--- config.mk ---
export PLATFORM = sky130hd
export DESIGN_NAME = dispatcher
export DESIGN_NICKNAME = d
export VERILOG_FILES = /design/src/rtl/dispatcher.sv
export SDC_FILE = /design/constraint.sdc
export NUM_CORES = 1
export LEC_CHECK = 0
export CAP_MARGIN = 10
export CORE_AREA = 4 4 221 223
export DETAILED_ROUTE_END_ITERATION = 8
export DIE_AREA = 0 0 225 227
export GPL_ROUTABILITY_DRIVEN = 0
export MAX_ROUTING_LAYER = met4
export SLEW_MARGIN = 0
export SYNTH_ARGS = -nofsm -noshare
export SYNTH_HDL_FRONTEND = slang
export SYNTH_SLANG_ARGS = --single-unit
--- constraint.sdc ---
create_clock -name clk -period 1.7 [get_ports clk]
set_input_delay 0.17 -clock clk [delete_from_list [all_inputs] [get_ports clk]]
set_output_delay 0.17 -clock clk [all_outputs]
set_load 0.01 [all_outputs]
--- src/rtl/dispatcher.sv ---
// rtl/dispatcher.sv - one-entry issue stage: ROB allocate, operand resolve, rename, issue to RS/LSB
module dispatcher #(
    parameter int OPENUM_W = 6,
    parameter int ROB_ID_W = 4,
    parameter int REG_W    = 5
) (
    input  logic                clk,
    input  logic                rst,
    input  logic                rdy,
    input  logic                inst_valid_from_dec,
    input  logic [OPENUM_W-1:0] openum_from_dec,
    input  logic [REG_W-1:0]    rd_from_dec,
    input  logic [REG_W-1:0]    rs1_from_dec,
    input  logic [REG_W-1:0]    rs2_from_dec,
    input  logic [31:0]         imm_from_dec,
    input  logic [31:0]         pc_from_dec,
    input  logic                is_ls_from_dec,
    input  logic                has_rd_from_dec,
    output logic                ready_to_dec,
    input  logic                rs_full,
    input  logic                lsb_full,
    input  logic                rob_full,
    input  logic [ROB_ID_W-1:0] rob_free_id,
    output logic                ena_to_rob,
    output logic [OPENUM_W-1:0] openum_to_rob,
    output logic [REG_W-1:0]    rd_to_rob,
    output logic [31:0]         pc_to_rob,
    output logic [REG_W-1:0]    rs1_to_reg,
    output logic [REG_W-1:0]    rs2_to_reg,
    input  logic [31:0]         V1_from_reg,
    input  logic [31:0]         V2_from_reg,
    input  logic [ROB_ID_W-1:0] Q1_from_reg,
    input  logic [ROB_ID_W-1:0] Q2_from_reg,
    output logic                rename_ena_to_reg,
    output logic [REG_W-1:0]    rename_rd_to_reg,
    output logic [ROB_ID_W-1:0] rename_id_to_reg,
    output logic [ROB_ID_W-1:0] Q1_to_rob,
    output logic [ROB_ID_W-1:0] Q2_to_rob,
    input  logic                rob_ready1,
    input  logic                rob_ready2,
    input  logic [31:0]         rob_value1,
    input  logic [31:0]         rob_value2,
    input  logic                valid_from_rs_cdb1,
    input  logic [ROB_ID_W-1:0] rob_id_from_rs_cdb1,
    input  logic [31:0]         result_from_rs_cdb1,
    input  logic                valid_from_rs_cdb2,
    input  logic [ROB_ID_W-1:0] rob_id_from_rs_cdb2,
    input  logic [31:0]         result_from_rs_cdb2,
    input  logic                valid_from_ls_cdb,
    input  logic [ROB_ID_W-1:0] rob_id_from_ls_cdb,
    input  logic [31:0]         result_from_ls_cdb,
    input  logic                rollback_flag_from_rob,
    output logic                ena_to_rs,
    output logic                ena_to_lsb,
    output logic [OPENUM_W-1:0] openum_to_x,
    output logic [31:0]         V1_to_x,
    output logic [31:0]         V2_to_x,
    output logic [ROB_ID_W-1:0] Q1_to_x,
    output logic [ROB_ID_W-1:0] Q2_to_x,
    output logic [31:0]         pc_to_x,
    output logic [31:0]         imm_to_x,
    output logic [ROB_ID_W-1:0] rob_id_to_x
);

    localparam logic [0:0] ST_EMPTY = 1'b0;
    localparam logic [0:0] ST_HELD  = 1'b1;

    logic [0:0]          state;
    logic [OPENUM_W-1:0] openum_q;
    logic [REG_W-1:0]    rd_q, rs1_q, rs2_q;
    logic [31:0]         imm_q, pc_q;
    logic                is_ls_q, has_rd_q;

    logic                fire, accept;
    logic [ROB_ID_W+31:0] src1, src2;

    // Returns {Q, V}; a non-zero Q means the operand is still pending on that ROB id.
    function automatic logic [ROB_ID_W+31:0] resolve(
        input logic [REG_W-1:0]    rs,
        input logic [31:0]         v_reg,
        input logic [ROB_ID_W-1:0] q_reg,
        input logic                rob_rdy,
        input logic [31:0]         rob_val
    );
        logic [ROB_ID_W+31:0] r;
        if (rs == '0)
            r = '0;
        else if (q_reg == '0)
            r = {{ROB_ID_W{1'b0}}, v_reg};
        else if (rob_rdy)
            r = {{ROB_ID_W{1'b0}}, rob_val};
        else if (valid_from_rs_cdb1 && rob_id_from_rs_cdb1 == q_reg)
            r = {{ROB_ID_W{1'b0}}, result_from_rs_cdb1};
        else if (valid_from_rs_cdb2 && rob_id_from_rs_cdb2 == q_reg)
            r = {{ROB_ID_W{1'b0}}, result_from_rs_cdb2};
        else if (valid_from_ls_cdb && rob_id_from_ls_cdb == q_reg)
            r = {{ROB_ID_W{1'b0}}, result_from_ls_cdb};
        else
            r = {q_reg, 32'd0};
        return r;
    endfunction

    always_comb begin
        fire = rdy && !rollback_flag_from_rob && (state == ST_HELD) && !rob_full &&
               (is_ls_q ? !lsb_full : !rs_full);
        ready_to_dec = rdy && !rollback_flag_from_rob && ((state == ST_EMPTY) || fire);
        accept = inst_valid_from_dec && ready_to_dec;
        src1 = resolve(rs1_q, V1_from_reg, Q1_from_reg, rob_ready1, rob_value1);
        src2 = resolve(rs2_q, V2_from_reg, Q2_from_reg, rob_ready2, rob_value2);
    end

    assign ena_to_rob        = fire;
    assign openum_to_rob     = openum_q;
    assign rd_to_rob         = rd_q;
    assign pc_to_rob         = pc_q;
    assign rs1_to_reg        = rs1_q;
    assign rs2_to_reg        = rs2_q;
    assign Q1_to_rob         = Q1_from_reg;
    assign Q2_to_rob         = Q2_from_reg;
    assign rename_ena_to_reg = fire && has_rd_q && (rd_q != '0);
    assign rename_rd_to_reg  = rd_q;
    assign rename_id_to_reg  = rob_free_id;

    always_ff @(posedge clk or negedge rst) begin
        if (!rst) begin
            state       <= ST_EMPTY;
            ena_to_rs   <= 1'b0;
            ena_to_lsb  <= 1'b0;
            openum_to_x <= '0;
            V1_to_x     <= '0;
            V2_to_x     <= '0;
            Q1_to_x     <= '0;
            Q2_to_x     <= '0;
            pc_to_x     <= '0;
            imm_to_x    <= '0;
            rob_id_to_x <= '0;
            openum_q    <= '0;
            rd_q        <= '0;
            rs1_q       <= '0;
            rs2_q       <= '0;
            imm_q       <= '0;
            pc_q        <= '0;
            is_ls_q     <= 1'b0;
            has_rd_q    <= 1'b0;
        end else if (rdy) begin
            if (rollback_flag_from_rob) begin
                state      <= ST_EMPTY;
                ena_to_rs  <= 1'b0;
                ena_to_lsb <= 1'b0;
            end else begin
                ena_to_rs  <= fire && !is_ls_q;
                ena_to_lsb <= fire && is_ls_q;
                if (fire) begin
                    openum_to_x <= openum_q;
                    V1_to_x     <= src1[31:0];
                    Q1_to_x     <= src1[ROB_ID_W+31:32];
                    V2_to_x     <= src2[31:0];
                    Q2_to_x     <= src2[ROB_ID_W+31:32];
                    pc_to_x     <= pc_q;
                    imm_to_x    <= imm_q;
                    rob_id_to_x <= rob_free_id;
                end
                // Accepting in a fire cycle refills the slot, so the state stays HELD.
                if (accept) begin
                    state    <= ST_HELD;
                    openum_q <= openum_from_dec;
                    rd_q     <= rd_from_dec;
                    rs1_q    <= rs1_from_dec;
                    rs2_q    <= rs2_from_dec;
                    imm_q    <= imm_from_dec;
                    pc_q     <= pc_from_dec;
                    is_ls_q  <= is_ls_from_dec;
                    has_rd_q <= has_rd_from_dec;
                end else if (fire) begin
                    state <= ST_EMPTY;
                end
            end
        end
    end

endmodule

Word level (Yosys, flattened, before mapping)
Index checks and enable logic that the tools add are counted.
{"block": "op_classes", "shift": 0, "addsub": 0, "n_mul": 0, "mux": 18, "n_bitwise": 2, "eq_ne": 6, "magnitude_cmp": 0, "n_div": 0, "reduce_logical": 31}
{"op": "2-to-1 mux 36 bit", "n": 12}
{"op": "equality test 4 bit", "n": 6}
{"op": "logical AND 1 bit", "n": 16}
{"op": "zero test 5 bit", "n": 2}
{"op": "zero test 4 bit", "n": 2}
{"op": "2-to-1 mux 1 bit", "n": 6}
{"op": "AND reduction 3 bit", "n": 2}
{"op": "zero test 1 bit", "n": 5}
{"op": "nonzero test 5 bit", "n": 1}
{"op": "nonzero test 3 bit", "n": 1}
{"op": "inverter 1 bit", "n": 2}
{"op": "AND reduction 2 bit", "n": 1}
{"op": "logical OR 1 bit", "n": 1}
{"block": "word_totals", "mem_count": 0, "in_bits": 348, "romBits": 0, "regBits": 236, "mem_bits_rw": 0, "latchBits": 0, "elab_cells": 76, "output_inout_bits": 221}

Logic depth before layout (Yosys ltp)
{"block": "depth", "ltp_word": 10, "mapped_depth": 8, "depth_no_buf": 5}

Least setup slack after synthesis
No wires, ideal clock.
{"block": "synth_timing", "path_kind": "flip-flop to flip-flop", "startpoint": "reg is_ls_q", "endpoint": "reg imm_q[22]", "period_less_slack_ns": 1.796, "stages_incl_launch_ff": 8, "required_time_ns": 1.575, "arrival_ns": 1.671, "slack_ns": -0.096, "setup_time_ns": 0.125, "n_path_buf": 2, "cell_sequence": "dfrtp_1 nand2b_1 nand4_2 o21ai_2 nand2_1 buf_2 buf_2 mux2_2"}
{"block": "synth_between", "elab_chain_cells": 6}
{"element": "start, declared", "line": "72", "source": "logic is_ls_q, has_rd_q;"}
{"element": "start signal, assigned", "line": "172", "source": "is_ls_q <= is_ls_from_dec;"}
{"element": "2-to-1 mux 1 bit", "line": "105", "source": "(is_ls_q ? !lsb_full : !rs_full);"}
{"element": "logical AND 1 bit", "line": "104", "source": "fire = rdy && !rollback_flag_from_rob && (state == ST_HELD) && !rob_full &&"}
{"element": "logical OR 1 bit", "line": "106", "source": "ready_to_dec = rdy && !rollback_flag_from_rob && ((state == ST_EMPTY) || fire);"}
{"element": "logical AND 1 bit", "line": "106"}
{"element": "via ready_to_dec", "line": "19", "source": "output logic ready_to_dec,"}
{"element": "logical AND 1 bit", "line": "107", "source": "accept = inst_valid_from_dec && ready_to_dec;"}
{"element": "AND reduction 3 bit (no source line)"}
{"element": "end signal, assigned", "line": "170", "source": "imm_q <= imm_from_dec;"}
{"element": "end, declared", "line": "71", "source": "logic [31:0] imm_q, pc_q;"}
The timed path passes the listed nets, and every way through them passes these cells.
A chain may end at the register's enable or synchronous reset.

Final worst setup path
{"block": "layout_timing", "startpoint": "reg is_ls_q", "endpoint": "reg pc_q[16], in the netlist pc_to_rob[16]"}
{"block": "layout_between", "elab_chain_cells": 6}
{"element": "2-to-1 mux 1 bit", "line": "105"}
{"element": "logical AND 1 bit", "line": "104"}
{"element": "logical OR 1 bit", "line": "106"}
{"element": "logical AND 1 bit", "line": "106"}
{"element": "logical AND 1 bit", "line": "107"}
{"element": "AND reduction 3 bit (no source line)"}
{"element": "end signal, assigned", "line": "171", "source": "pc_q <= pc_from_dec;"}
{"element": "end, declared", "line": "71"}
Every way passes these cells.

==> results.toml <==
[status]
status = "complete, but fails checks"
violations = "negative setup slack"

[placed_design]
io_buffers = 568
dp_cells = 2527
dpl_cell_area_um2 = 20100
place_hpwl_mm = 46.9

[synthesis]
synth.top_cell.area_share_pct = 46.4
synth_fp_nets = 1702
syn_area_per_cell_um2 = 9.39
syn_area_um2 = 12700
yosys-top-cells-area = "dfrtp_1, nand2_1, mux2_2"
yosys_warnings = 0
async_flop_share_pct = 100
yosysTopAreaCell = "dfrtp_1"
synth_seq_cells = 236
ys.flop_type = "dfrtp_1"
yosysUniqueCellTypes = 47
synth-edff-count = 0
synthCells = 1354
ys_seq_area_share_pct = 46.4

[setup_path]
arrival_ns = 2.45
path_cells = "nand2b_4, nand4_4, buf_6, buf_6, o21ai_4, buf_12, nand2_8, buf_6, buf_12, mux2_2"
path_common_cell = "buf_6"
critical_path_class = "flip-flop to flip-flop"
required_ns = 2.16
cp_max_fo = 6
end_kind = "flip-flop"
slowest_stage = "dfrtp_1"
worst_setup_path_start_kind = "flip-flop"
slowest_delay_ns = 0.38

[pwr]
ir_drop_mv = 1.09
p_seq_share_pct = 37.4
power.density_nw_per_um2 = 994
power_leakage_nw = 10.4
pwr-share-comb_pct = 36.0
switching_power_w = 0.00731
pwr-share-clk_pct = 26.6
finalPower_w = 0.0224
intPower_w = 0.0151
swShare_pct = 32.6

[cells_and_area]
fillers = 4295
syn2layout_area_growth_pct = 77.1
finalNonFillerCells = 2632
nets = 2350
final_cell_area_um2 = 22500
drive_gt1_share_pct = 22.3

[clock_tree]
htree_num_levels = 1
clkTransAtPathRegs_ns = 0.06
clk_latency_ns = 0.58
root_buffer = "clkbuf_16"
tritoncts = "yes"
cts.sinks = 236
cts_buffers = 28
clockBufferDepth = 3

[die]
io_pins = 569
die_area_um2 = 51100
row_count = 79
die_w_um = 225
coreArea_um2 = 46600
fp.dieH_um = 227
start_util_pct = 27.3

[global_route]
grtUsageTotal_pct = 25.3
grt_max_degree = 65
grt_pass1_vias = 14800
grt_pass1_wl_mm = 95.7
overflow = 0
antenna_found_initial = 8

[routing]
drt_iter0_drc = 906
wire_per_inst_um = 25.2
vias = 14000
post_drt_via_cell_ratio = 5.33
drc = 0
ant_nets = 0
finalWirelength_mm = 66.2
drtPass1Iterations = 7

[sta]
clock.fmax_mhz = 504
drv_slew = 0
rsz0062_at_grt = "yes"
worst_slew_pin_slew_ns = 0.566
max_slew_margin_pct = 62.3
skew_ns = 0.0231
hold_viol = 0
setup_ws_ns = -0.282
period_minus_slack_ns = 1.98
setup_viol = 162
period_share_pct = 117

[worst_hold_path]
holdCritPathClass = "input pin to asynchronous set/reset pin"

[flow_run]
maxCapViolations = 0
cell type report:
class | instances | area, um2 | share of cell area [%]
Antenna cell | 6 | 15.0 | 0.0666
Clock buffer | 39 | 772 | 3.43
Clock inverter | 8 | 115 | 0.511
Inverter | 39 | 154 | 0.683
Multi-Input combinational cell | 936 | 6750 | 29.9
Sequential cell | 236 | 5910 | 26.2
Tap cell | 607 | 759 | 3.37
Timing Repair Buffer | 761 | 8060 | 35.8
critical path, delay by kind of cell, from the launching register on:
kind | cells | cell delay, ns
muxes | 1 | 0.27
AOI/OAI and AO/OA | 1 | 0.12
and+or+nand+nor | 3 | 0.36
buffers and inverters | 5 | 0.72
DFF | 1 | 0.38
cell usage in the layout, fill, tap and decap left out, types with 6 or more instances in the layout:
cell / synthesis / layout
inv_1: 39 / 38
a22oi_1: 32 / 21
a31oi_1: 32 / 32
clkbuf_16: 0 / 30
a311oi_1: 32 / 31
dlymetal6s2s_1: 0 / 46
mux2_4: 0 / 18
clkbuf_1: 57 / 8
xor2_1: 10 / 10
dfrtp_1: 236 / 235
buf_16: 0 / 7
nand3b_1: 32 / 32
nand3_1: 37 / 33
a22oi_2: 0 / 11
buf_8: 0 / 11
buf_4: 17 / 107
a2bb2oi_2: 0 / 32
a221oi_1: 32 / 19
a21boi_0: 32 / 32
buf_12: 0 / 55
o221ai_1: 64 / 32
o21ai_1: 58 / 58
diode_2: 0 / 6
nor2_4: 0 / 6
dlygate4sd2_1: 0 / 132
mux2_2: 76 / 69
clkdlybuf4s50_1: 0 / 380
nand2_1: 323 / 321
buf_6: 11 / 15
o221ai_2: 0 / 31
nor3_1: 67 / 66
xnor2_1: 11 / 11
a221oi_2: 0 / 12
synthesized netlist by cell type, drive strengths merged, types with 37 or more instances:
cell type,n
buf,90
clkbuf,57
dfrtp,236
inv,39
mux2,87
nand2,323
nand3,37
nor3,68
o21ai,67
o221ai,64
cells by family after synthesis:
group                     after synthesis  share of synthesized area [%]
muxes                                  87                           7.70
DFF                                   236                           46.4
and+or+nand+nor                       487                           17.2
xor gates and xnor gates               21                           1.45
buffers and inverters                 186                           7.16
AOI/OAI and AO/OA                     337                           20.0
metal layers:
metal / vias to the layer above / GRT usage, % / part of all wire [%]
li1: 6232 / - / -
met1: 6836 / 28.6 / 37
met2: 817 / 43.4 / 49
met3: 144 / 7.52 / 10
met4: 0 / 7.51 / 3.6
met5: - / - / 0
final timing paths:
| kind | startpoint | to | slack, ns | cells after the start |
|---|---|---|---|---|
| worst max-delay path | is_ls_q | pc_to_rob[16] | -0.28 | 10 |
| worst min-delay path | rst | has_rd_q | 0.10 | 2 |
| worst max register to register | is_ls_q | pc_to_rob[16] | -0.28 | 10 |
| worst min register to register | imm_q[1] | imm_to_x[1] | 0.46 | 2 |
| max in group asynchronous | rst | V2_to_x[4] | 0.89 | 3 |
| min in group clk | rob_free_id[1] | rob_id_to_x[1] | 0.14 | 3 |
power groups by stage:
stage | combinational, W | clock, W | sequential (W)
after global routing | 0.00866 | 0.00634 | 0.00859
after detailed placement | 0.00829 | 0 | 0.00843
after floorplan | 0.00223 | 0 | 0.00894
after CTS | 0.00810 | 0.00609 | 0.00837
final | 0.00806 | 0.00596 | 0.00839
after global placement | 0.00822 | 0 | 0.00837
through the flow:
| stage | setup WS, ns | util (%) | hold slack, ns | setup TNS [ns] |
|---|---|---|---|---|
| CTS | -0.332 | 47.7 | 0.108 | -28.64 |
| finish | -0.282 | 48.4 | 0.104 | -24.33 |
| floorplan | 0.00122 | - | -0.126 | 0 |
| global placement | -0.729 | 43.2 | 0.156 | -74.53 |
| detailed placement | -0.752 | 43.2 | 0.153 | -81.69 |
| global route | -0.336 | 48.4 | 0.134 | -34.05 |
timing repair:
action,in CTS,in global routing
cloned,19,3
gates resized for setup,292,113
pin swaps,46,20
hold buffers,1,0
endpoints found under the hold margin,143,0
setup endpoints to repair,325,212
buffers inserted,27,13
No activity file was read; power rests on OpenSTA's default activity.
